==> src/rtl/segment_select_seq.sv <==
// segment_select_seq: registered weighted segment selector.
// Splits the signed range [MIN,MAX] into up to three typed segments from the
// request bounds, then draws one segment by weight using an internal Galois
// LFSR with bounded rejection sampling and a sequential cumulative scan.
module segment_select_seq #(
    parameter int WIDTH      = 8,
    parameter int LFSR_WIDTH = 16,
    parameter int EXP_WEIGHT = 2,
    parameter int MAX_RETRY  = 3
) (
    input  logic                  in_clock,
    input  logic                  in_reset,
    input  logic [LFSR_WIDTH-1:0] in_seed,
    input  logic                  in_start_valid,
    output logic                  out_start_ready,
    input  logic [WIDTH-1:0]      in_c_less_than,
    input  logic [WIDTH-1:0]      in_c_more_than,
    input  logic [1:0]            in_flag,
    output logic                  out_valid,
    input  logic                  in_result_ready,
    output logic [1:0]            out_segment_index,
    output logic [1:0]            out_segment_type,
    output logic [WIDTH-1:0]      out_segment_from,
    output logic [WIDTH-1:0]      out_segment_to,
    output logic [WIDTH+1:0]      out_segment_weight,
    output logic [WIDTH+1:0]      out_total_weight
);
    localparam int W2 = WIDTH + 2;
    localparam int RW = $clog2(MAX_RETRY + 2);
    localparam logic [LFSR_WIDTH-1:0] TAPS = LFSR_WIDTH'(16'hB400);
    localparam logic [1:0] T_EXPDOWN = 2'd1;
    localparam logic [1:0] T_EXPUP   = 2'd2;
    localparam logic [1:0] T_UNI     = 2'd3;
    localparam logic [WIDTH-1:0] MIN_V = {1'b1, {(WIDTH-1){1'b0}}};
    localparam logic [WIDTH-1:0] MAX_V = {1'b0, {(WIDTH-1){1'b1}}};
    localparam logic [W2-1:0] EW = W2'(EXP_WEIGHT);
    localparam logic [W2-1:0] ONE = W2'(1);

    typedef enum logic [2:0] {IDLE, BUILD, DRAW, SCAN, DONE} state_t;

    state_t                    state;
    logic [WIDTH-1:0]          cl_q, cm_q;
    logic [1:0]                flag_q;
    logic [LFSR_WIDTH-1:0]     lfsr, lfsr_next;
    logic [2:0][1:0]           typ_q, b_typ;
    logic [2:0][WIDTH-1:0]     from_q, to_q, b_from, b_to;
    logic [2:0][W2-1:0]        w_q, b_w;
    logic [W2-1:0]             total_q, mask_q, b_total, b_mask;
    logic [W2-1:0]             r_q, r_draw, cum_q, cum_next;
    logic [RW-1:0]             retry_q;
    logic [1:0]                idx_q;

    // Bounds sign-extended so weight differences cannot overflow
    logic signed [W2-1:0]      cl_x, cm_x, min_x, max_x;
    logic signed [WIDTH:0]     mid_sum, mid_sh;
    logic [WIDTH-1:0]          mid;

    assign cl_x    = {{2{cl_q[WIDTH-1]}}, cl_q};
    assign cm_x    = {{2{cm_q[WIDTH-1]}}, cm_q};
    assign min_x   = {{2{MIN_V[WIDTH-1]}}, MIN_V};
    assign max_x   = {{2{MAX_V[WIDTH-1]}}, MAX_V};
    assign mid_sum = $signed({cl_q[WIDTH-1], cl_q}) + $signed({cm_q[WIDTH-1], cm_q});
    assign mid_sh  = mid_sum >>> 1;
    assign mid     = mid_sh[WIDTH-1:0];

    // Smallest all-ones mask covering total-1, so a masked draw is < 2*total
    function automatic logic [W2-1:0] mask_of(input logic [W2-1:0] t);
        logic [W2-1:0] m;
        m = '0;
        for (int i = 0; i < W2; i++)
            if (m < t - ONE) m = {m[W2-2:0], 1'b1};
        return m;
    endfunction

    // Segment table for the registered request
    always_comb begin
        b_typ  = '0;
        b_from = '0;
        b_to   = '0;
        b_w    = '0;
        case (flag_q)
            2'd0: begin
                b_typ[0] = T_UNI; b_from[0] = MIN_V; b_to[0] = MAX_V;
                b_w[0] = ONE << WIDTH;
            end
            2'd1: begin
                b_typ[0] = T_UNI; b_from[0] = MIN_V; b_to[0] = cl_q;
                b_w[0] = cl_x - min_x + ONE;
                b_typ[1] = T_EXPDOWN; b_from[1] = cl_q; b_to[1] = MAX_V; b_w[1] = EW;
            end
            2'd2: begin
                b_typ[0] = T_EXPUP; b_from[0] = MIN_V; b_to[0] = cm_q; b_w[0] = EW;
                b_typ[1] = T_UNI; b_from[1] = cm_q; b_to[1] = MAX_V;
                b_w[1] = max_x - cm_x + ONE;
            end
            default: begin
                if ($signed(cl_q) >= $signed(cm_q)) begin
                    b_typ[0] = T_EXPUP; b_from[0] = MIN_V; b_to[0] = cm_q; b_w[0] = EW;
                    b_typ[1] = T_UNI; b_from[1] = cm_q; b_to[1] = cl_q;
                    b_w[1] = cl_x - cm_x + ONE;
                    b_typ[2] = T_EXPDOWN; b_from[2] = cl_q; b_to[2] = MAX_V; b_w[2] = EW;
                end else begin
                    // Crossed bounds: split at the midpoint into two tails
                    b_typ[0] = T_EXPUP; b_from[0] = MIN_V; b_to[0] = mid; b_w[0] = EW;
                    b_typ[1] = T_EXPDOWN; b_from[1] = mid; b_to[1] = MAX_V; b_w[1] = EW;
                end
            end
        endcase
        b_total = b_w[0] + b_w[1] + b_w[2];
        b_mask  = mask_of(b_total);
    end

    assign lfsr_next = lfsr[0] ? ((lfsr >> 1) ^ TAPS) : (lfsr >> 1);
    assign r_draw    = lfsr_next[W2-1:0] & mask_q;
    assign cum_next  = cum_q + w_q[idx_q];

    // Control FSM, LFSR and registered result outputs
    always_ff @(posedge in_clock) begin
        if (in_reset) begin
            state              <= IDLE;
            lfsr               <= (in_seed == '0) ? LFSR_WIDTH'(1) : in_seed;
            cl_q               <= '0;
            cm_q               <= '0;
            flag_q             <= '0;
            typ_q              <= '0;
            from_q             <= '0;
            to_q               <= '0;
            w_q                <= '0;
            total_q            <= '0;
            mask_q             <= '0;
            r_q                <= '0;
            cum_q              <= '0;
            retry_q            <= '0;
            idx_q              <= '0;
            out_start_ready    <= 1'b1;
            out_valid          <= 1'b0;
            out_segment_index  <= '0;
            out_segment_type   <= '0;
            out_segment_from   <= '0;
            out_segment_to     <= '0;
            out_segment_weight <= '0;
            out_total_weight   <= '0;
        end else begin
            case (state)
                IDLE: begin
                    if (in_start_valid && out_start_ready) begin
                        cl_q            <= in_c_less_than;
                        cm_q            <= in_c_more_than;
                        flag_q          <= in_flag;
                        out_start_ready <= 1'b0;
                        state           <= BUILD;
                    end
                end
                BUILD: begin
                    typ_q   <= b_typ;
                    from_q  <= b_from;
                    to_q    <= b_to;
                    w_q     <= b_w;
                    total_q <= b_total;
                    mask_q  <= b_mask;
                    retry_q <= '0;
                    state   <= DRAW;
                end
                DRAW: begin
                    lfsr  <= lfsr_next;
                    idx_q <= '0;
                    cum_q <= '0;
                    if (r_draw < total_q) begin
                        r_q   <= r_draw;
                        state <= SCAN;
                    end else if (retry_q == RW'(MAX_RETRY)) begin
                        // mask < 2*total, so one fold lands inside the range
                        r_q   <= r_draw - total_q;
                        state <= SCAN;
                    end else begin
                        retry_q <= retry_q + RW'(1);
                    end
                end
                SCAN: begin
                    if (r_q < cum_next || idx_q == 2'd2) begin
                        out_segment_index  <= idx_q;
                        out_segment_type   <= typ_q[idx_q];
                        out_segment_from   <= from_q[idx_q];
                        out_segment_to     <= to_q[idx_q];
                        out_segment_weight <= w_q[idx_q];
                        out_total_weight   <= total_q;
                        out_valid          <= 1'b1;
                        state              <= DONE;
                    end else begin
                        idx_q <= idx_q + 2'd1;
                        cum_q <= cum_next;
                    end
                end
                DONE: begin
                    if (in_result_ready) begin
                        out_valid       <= 1'b0;
                        out_start_ready <= 1'b1;
                        state           <= IDLE;
                    end
                end
                default: state <= IDLE;
            endcase
        end
    end
endmodule

==> config.mk <==
export PLATFORM = sky130hd
export DESIGN_NAME = segment_select_seq
export DESIGN_NICKNAME = d
export VERILOG_FILES = /design/src/rtl/segment_select_seq.sv
export SDC_FILE = /design/constraint.sdc
export NUM_CORES = 1
export LEC_CHECK = 0
export BUFFER_PORTS_ARGS = -buffer_cell sky130_fd_sc_hd__buf_4
export CAP_MARGIN = 10
export CORE_ASPECT_RATIO = 2
export CORE_MARGIN = 1
export CORE_UTILIZATION = 58
export CTS_CLUSTER_DIAMETER = 40
export DETAILED_ROUTE_END_ITERATION = 6
export PLACE_DENSITY_LB_ADDON = 0.3
export SYNTH_ARGS = -nofsm -noshare
export SYNTH_HDL_FRONTEND = slang
export SYNTH_SLANG_ARGS = --single-unit
==> constraint.sdc <==
create_clock -name in_clock -period 38.2 [get_ports in_clock]
set_input_delay 7.64 -clock in_clock [delete_from_list [all_inputs] [get_ports in_clock]]
set_output_delay 7.64 -clock in_clock [all_outputs]
set_load 0.01 [all_outputs]
== Word-level counts from Yosys, hierarchy flattened ==
Index checks and enable logic that the tools add are counted.

* $add $sub $neg: 14
* Multiply operators: 0
* Divide/modulo/power cells: 0
* Magnitude comparators: 14
* Eq/ne operators: 15
* Shifts and indexed selects: 0
* Muxes and demuxes: 63
* Bitwise operators: 2
* Reduce and logical (&&, ||, !) cells: 22

{| class="wikitable"
|+ Operators with widths
! cell !! number
|-
| $mux W10 || 14
|-
| $lt A10 B10 Y1 || 11
|-
| $mux W16 || 6
|-
| $pmux W10 S3 || 2
|-
| $pmux W8 S3 || 2
|-
| $mux W8 || 5
|-
| $bmux W8 S2 || 2
|-
| $add A10 B10 Y10 || 3
|-
| $add A9 B2 Y10 const B || 3
|-
| $mux W3 || 7
|-
| $bmux W10 S2 || 1
|-
| $mux W20 || 1
|-
| $pmux W10 S2 || 1
|-
| $logic_not A16 Y1 || 1
|-
| $pmux W8 S2 || 1
|-
| $pmux W3 S5 || 1
|-
| $mux W7 || 2
|-
| $ne A2 B2 Y1 const B || 6
|-
| $reduce_bool A2 Y1 || 6
|-
| $and A10 B10 Y10 || 1
|-
| $lt A1 B10 Y1 const A || 1
|-
| $sub A10 B1 Y10 const B || 1
|-
| $sub A10 B10 Y10 || 1
|-
| $add A8 B8 Y9 || 1
|-
| 31 further kinds || 50
|}

* Register bits: 208
* Latch bits: 0
* Memory bits (writable): 0
* Memory bits (read-only): 0
* Input bits: 38
* Output and inout bits: 42
* Memories: 0

== Longest topological paths before layout ==
* Depth after elaboration: 27
* Depth in mapped cells: 91
* Gate-level depth less buffers: 86

== Worst setup path after synthesis ==
No wires, ideal clock.

* Path type: register to register
* From: reg cm_q[2]
* To: reg mask_q[3]
* Setup time: 79 ps
* Arrival: 17049 ps
* Data required time: 38121 ps
* Setup slack: 21072 ps
* Cell stages (with the launch flop): 86
* Buffers on the path: 7
* Period minus slack after synthesis: 17128 ps
* Path through: dfxtp_1 > inv_1 > ha_1 > fa_1 > a211oi_1 > o32a_1 > clkbuf_1 > nor2_1 > a21oi_1 > fa_1 > ha_1 > fa_1 > buf_2 > or4_1 > nor4_1 > o22a_2 > nor3b_4 > xor2_4 > [... 50 more ...] > o21a_1 > o211a_1 > clkbuf_1 > nand2_1 > a21oi_1 > nor3_1 > inv_1 > ha_1 > a21o_1 > a21o_1 > a21o_1 > a21o_1 > a21oi_1 > nor2b_1 > o31ai_1 > nand2_1 > or2_1 > o211ai_1

{| class="wikitable"
|+ RTL lines
! what !! line !! RTL
|-
| start: declaration || 42 || <nowiki>logic [WIDTH-1:0] cl_q, cm_q;</nowiki>
|-
| start signal: assignment || 148 || <nowiki>cm_q <= in_c_more_than;</nowiki>
|-
| end signal: assignment || 160 || <nowiki>mask_q <= b_mask;</nowiki>
|-
| end: declaration || 48 || <nowiki>logic [W2-1:0] total_q, mask_q, b_total, b_mask;</nowiki>
|}

== Worst setup path in the final report ==
* From: reg cm_q[2]
* To: reg mask_q[3]

* Word-level cells in the longest chain between the ends: 27

{| class="wikitable"
|+ Ends and longest elaborated chain
! what !! line !! RTL
|-
| $sub A8 B8 Y9 || 100 || <nowiki>b_w[1] = cl_x - cm_x + ONE;</nowiki>
|-
| $add A9 B2 Y10 || 100 ||
|-
| $mux W20 || 97 || <nowiki>if ($signed(cl_q) >= $signed(cm_q)) begin</nowiki>
|-
| $pmux W10 S3 || 81 || <nowiki>case (flag_q)</nowiki>
|-
| $add A10 B10 Y10 || 109 || <nowiki>b_total = b_w[0] + b_w[1] + b_w[2];</nowiki>
|-
| $add A10 B10 Y10 (*) || 109 ||
|-
| named net b_total[2] || 48 ||
|-
| $sub A10 B1 Y10 (*) || 71 || <nowiki>if (m < t - ONE) m = {m[W2-2:0], 1'b1};</nowiki>
|-
| [... 12 more ...] || - ||
|-
| $lt A10 B10 Y1 || 71 ||
|-
| $mux W10 || 71 ||
|-
| $lt A10 B10 Y1 || 71 ||
|-
| $mux W10 || 71 ||
|-
| $lt A10 B10 Y1 || 71 ||
|-
| $mux W10 || 71 ||
|-
| $lt A10 B10 Y1 || 71 ||
|-
| $mux W10 (*) || 71 ||
|}

Mark *: on every way through the listed nets, which the timed path passes. The rest lies on a longest branch.
A chain may end at the register's enable or synchronous reset.

==> impl_metrics.ini <==
[run_status]
status = complete, no violations

[setup_path]
cp_max_fo = 21
cp_common_cell = o21a_1
critical_path_class = reg2reg
cp_data_arrival_time_ps = 21080
r2r-end = mask_q[3]$_SDFFE_PP0P_
rr_startpoint = cm_q[2]$_SDFFE_PP0P_
slowest_delay_ps = 780
cp-start-kind = flip-flop
r2r_slack_ps = 17490
r2r_cells = 79
critPathRequiredTime_ps = 38580
cpMaxStageDelayCell = o31ai_1
end_kind = flip-flop

[worst_hold_path]
whs_path_depth = 2
min_to = mask_q[9]$_SDFFE_PP0P_
hold_path.class = reg2reg
min_from = mask_q[9]$_SDFFE_PP0P_

[floorplanning]
die-area_um2 = 21700
initial_utilization = 0.596
core_area_um2 = 20600
die_w_um = 105
ioPinCount = 80
num_rows = 74
die_h_um = 208

[global_route]
grt_max_degree = 101
globalRouteOverflowTotal = 0
grt_pass1_vias = 11100
grt_pass1_wl_um = 56100
antenna_found_initial = 0
grt.total_usage = 0.324

[synthesis]
synthArstFlopShare = 0
ys_top_cells_by_area = dfxtp_1 (26%), ha_1 (12%), nand2_1 (6.8%)
ys_seq_elements = 178
avgSynthCellArea_um2 = 7.97
syn_nets = 1701
syn_inst = 1538
synth_largest_area_cell = dfxtp_1
synth-edff-count = 16
ys_types = 82
synth_area_um2 = 12300
yosysWarnings = 0
yosysSeqAreaShare = 0.304
synth_top_area_share = 0.265
ys.flop_type = dfxtp_1

[power]
p_leak_uw = 0.00520
total_power_uw = 815
peakVddDrop_v = 0.0000391
power_density_nw_per_um2 = 60.3

[routing]
totalWireLength_um = 34600
drt_drc_violations_left = 0
detail_route.first_pass.iterations = 5
drt-wirelength-per-cell_um = 18.8
routed-via-count = 11500
drtAntennaViolNets = 0
drt-initial-drc-count = 849
vias_per_cell = 6.21

[timing]
rsz0062_at_grt = no
max_slew_margin = 0.325
final.min_clock_period_ps = 20710
clock-skew-final_ps = 7.39
max_freq_mhz = 48.3
finalHoldViolCount = 0
setup_violations = 0
finalSetupTns_ps = 0
worst_pin_slew_ps = 1010
period_share = 0.542
slew_viol_final = 0

[cts]
cts_sinks = 178
post-cts-setup-buffers = 0
cts_hold_buf = 0
cts_buffer_depth = 2
cts_resized = 0
cts_made_buffers = 17
htreeDepth = 4
clkTransAtPathRegs_ps = 70
clkLatencyLatePin_ps = 460
cts_tree = done
clockRootBuffer = clkbuf_16

[placement]
gp_congestion = 0.990
port_buffers = 79
hpwl_um = 26200

[layout]
antennaDiodeCount = 0
fillers = 1766
drive_gt1_frac = 0.110
layout.nets = 1730
syn2layout_area_growth_pct = 10.3

[job]
max_cap_violations = 0
==> metrics by stage <==
step	hold slack, ps	std cells	cell area [um2]	utilization	worst slack, ps
2_1_floorplan	427	1538	12300	-	21070
5_1_grt	469	1845	13500	0.658	16060
6_report	451	1845	13500	0.658	17490
3_5_place_dp	443	1814	13000	0.631	17860
4_1_cts	452	1845	13500	0.658	17740
3_3_place_gp	438	1814	13000	0.631	18340
==> cell usage after synthesis (4+ instances only) <==
cell type	number
clkbuf_1	69
xor2_1	13
nor3b_1	4
o21bai_1	10
ha_1	116
a31oi_1	21
a211oi_1	27
or3_1	23
o21ai_0	57
fa_1	9
xnor2_1	32
o211a_1	4
dfxtp_1	162
a221oi_1	21
nand2b_1	12
and2_1	19
nand3_1	45
or4_1	6
inv_1	75
o211ai_1	14
a211o_1	5
a21o_1	19
nor2_1	114
nor2b_1	15
mux2i_1	14
edfxtp_1	16
a21boi_0	5
nand4_1	15
nand3b_1	5
nand2_1	223
buf_1	8
nor3_1	51
o22ai_1	8
o221ai_1	8
a311oi_1	11
o21a_1	26
and3_1	7
or3b_2	4
mux2_2	15
a21oi_1	154
nor4_1	12
buf_2	4
==> registers in the layout, summed over array words and instances, names as in the netlist <==
name                flops
cl_q                    8
cm_q                    8
cum_q                  10
flag_q                  2
from_q                 16
idx_q                   2
lfsr                   16
mask_q                 10
out_segment_from        8
out_segment_index       2
out_segment_to          8
out_segment_type        2
out_segment_weight     10
out_start_ready         1
out_total_weight       10
out_valid               1
r_q                    10
retry_q                 3
state                   3
to_q                   15
total_q                10
typ_q                   4
w_q                    19
==> layout by cell type, fill, tap and decap left out, types with 12 or more instances in the layout <==
cell type,count
a21oi_1,154
o21ai_0,57
o211ai_1,14
nor2b_1,15
nor3_1,50
buf_4,94
nand2b_1,12
mux2_2,15
a211oi_1,27
o21a_1,26
edfxtp_1,16
nand3_1,45
nand4_1,15
inv_1,75
or3_1,22
and2_1,19
nand2_1,223
a221oi_1,21
a31oi_1,21
nor2_1,114
xor2_1,13
mux2i_1,14
ha_1,116
dfxtp_1,162
a21o_1,19
xnor2_1,32
clkbuf_16,17
==> metal layers <==
layer	global-route usage	part of all wire
met1	0.354	0.38
met2	0.581	0.52
met3	0.0480	0.043
met4	0.196	0.058
met5	0	0
==> critical path: cells and delay by family, from the launching register on <==
family | cells | cell delay [ps]
compound gates | 38 | 8640
simple gates | 23 | 6450
fa+ha+maj | 12 | 4120
buf+inv | 5 | 790
flops | 1 | 440
xor+xnor | 1 | 180
==> worst max path at each step <==
stage                         start                     end  slack, ps  cells after the start
6_report       cm_q[2]$_SDFFE_PP0P_  mask_q[3]$_SDFFE_PP0P_      17490                     79
3_3_place_gp   cl_q[0]$_SDFFE_PP0P_  mask_q[3]$_SDFFE_PP0P_      18340                     79
3_5_place_dp   cm_q[2]$_SDFFE_PP0P_  mask_q[3]$_SDFFE_PP0P_      17860                     79
4_1_cts        cm_q[2]$_SDFFE_PP0P_  mask_q[3]$_SDFFE_PP0P_      17740                     79
5_1_grt        cl_q[0]$_SDFFE_PP0P_  mask_q[1]$_SDFFE_PP0P_      16060                     80
2_1_floorplan  cm_q[2]$_SDFFE_PP0P_  mask_q[3]$_SDFFE_PP0P_      21070                     85
==> final cells by class <==
type | count | area [um2] | area share
Timing Repair Buffer | 94 | 706 | 0.0522
Multi-Input combinational cell | 1198 | 7910 | 0.585
Clock inverter | 13 | 121 | 0.00898
Inverter | 78 | 295 | 0.0218
Clock buffer | 18 | 429 | 0.0317
Sequential cell | 178 | 3720 | 0.275
Tap cell | 266 | 333 | 0.0246
==> report_power, final <==
part / total, uW / internal [uW] / switching, uW
clock network: 167 / 85.2 / 81.5
registers: 218 / 205 / 13.6
logic: 430 / 155 / 275
==> cell families (layout without fill, tap and decap cells) <==
logic type | after synthesis | in the layout | share of synthesized area
xor gates and xnor gates | 49 | 49 | 0.0384
DFF | 178 | 178 | 0.304
AOI/OAI and AO/OA | 420 | 420 | 0.224
and+or+nand+nor | 575 | 575 | 0.224
buffers and inverters | 162 | 203 | 0.0515
muxes | 29 | 29 | 0.0252
adders and majority gates | 125 | 125 | 0.133
Note: power is estimated with default switching activity, not from simulation.
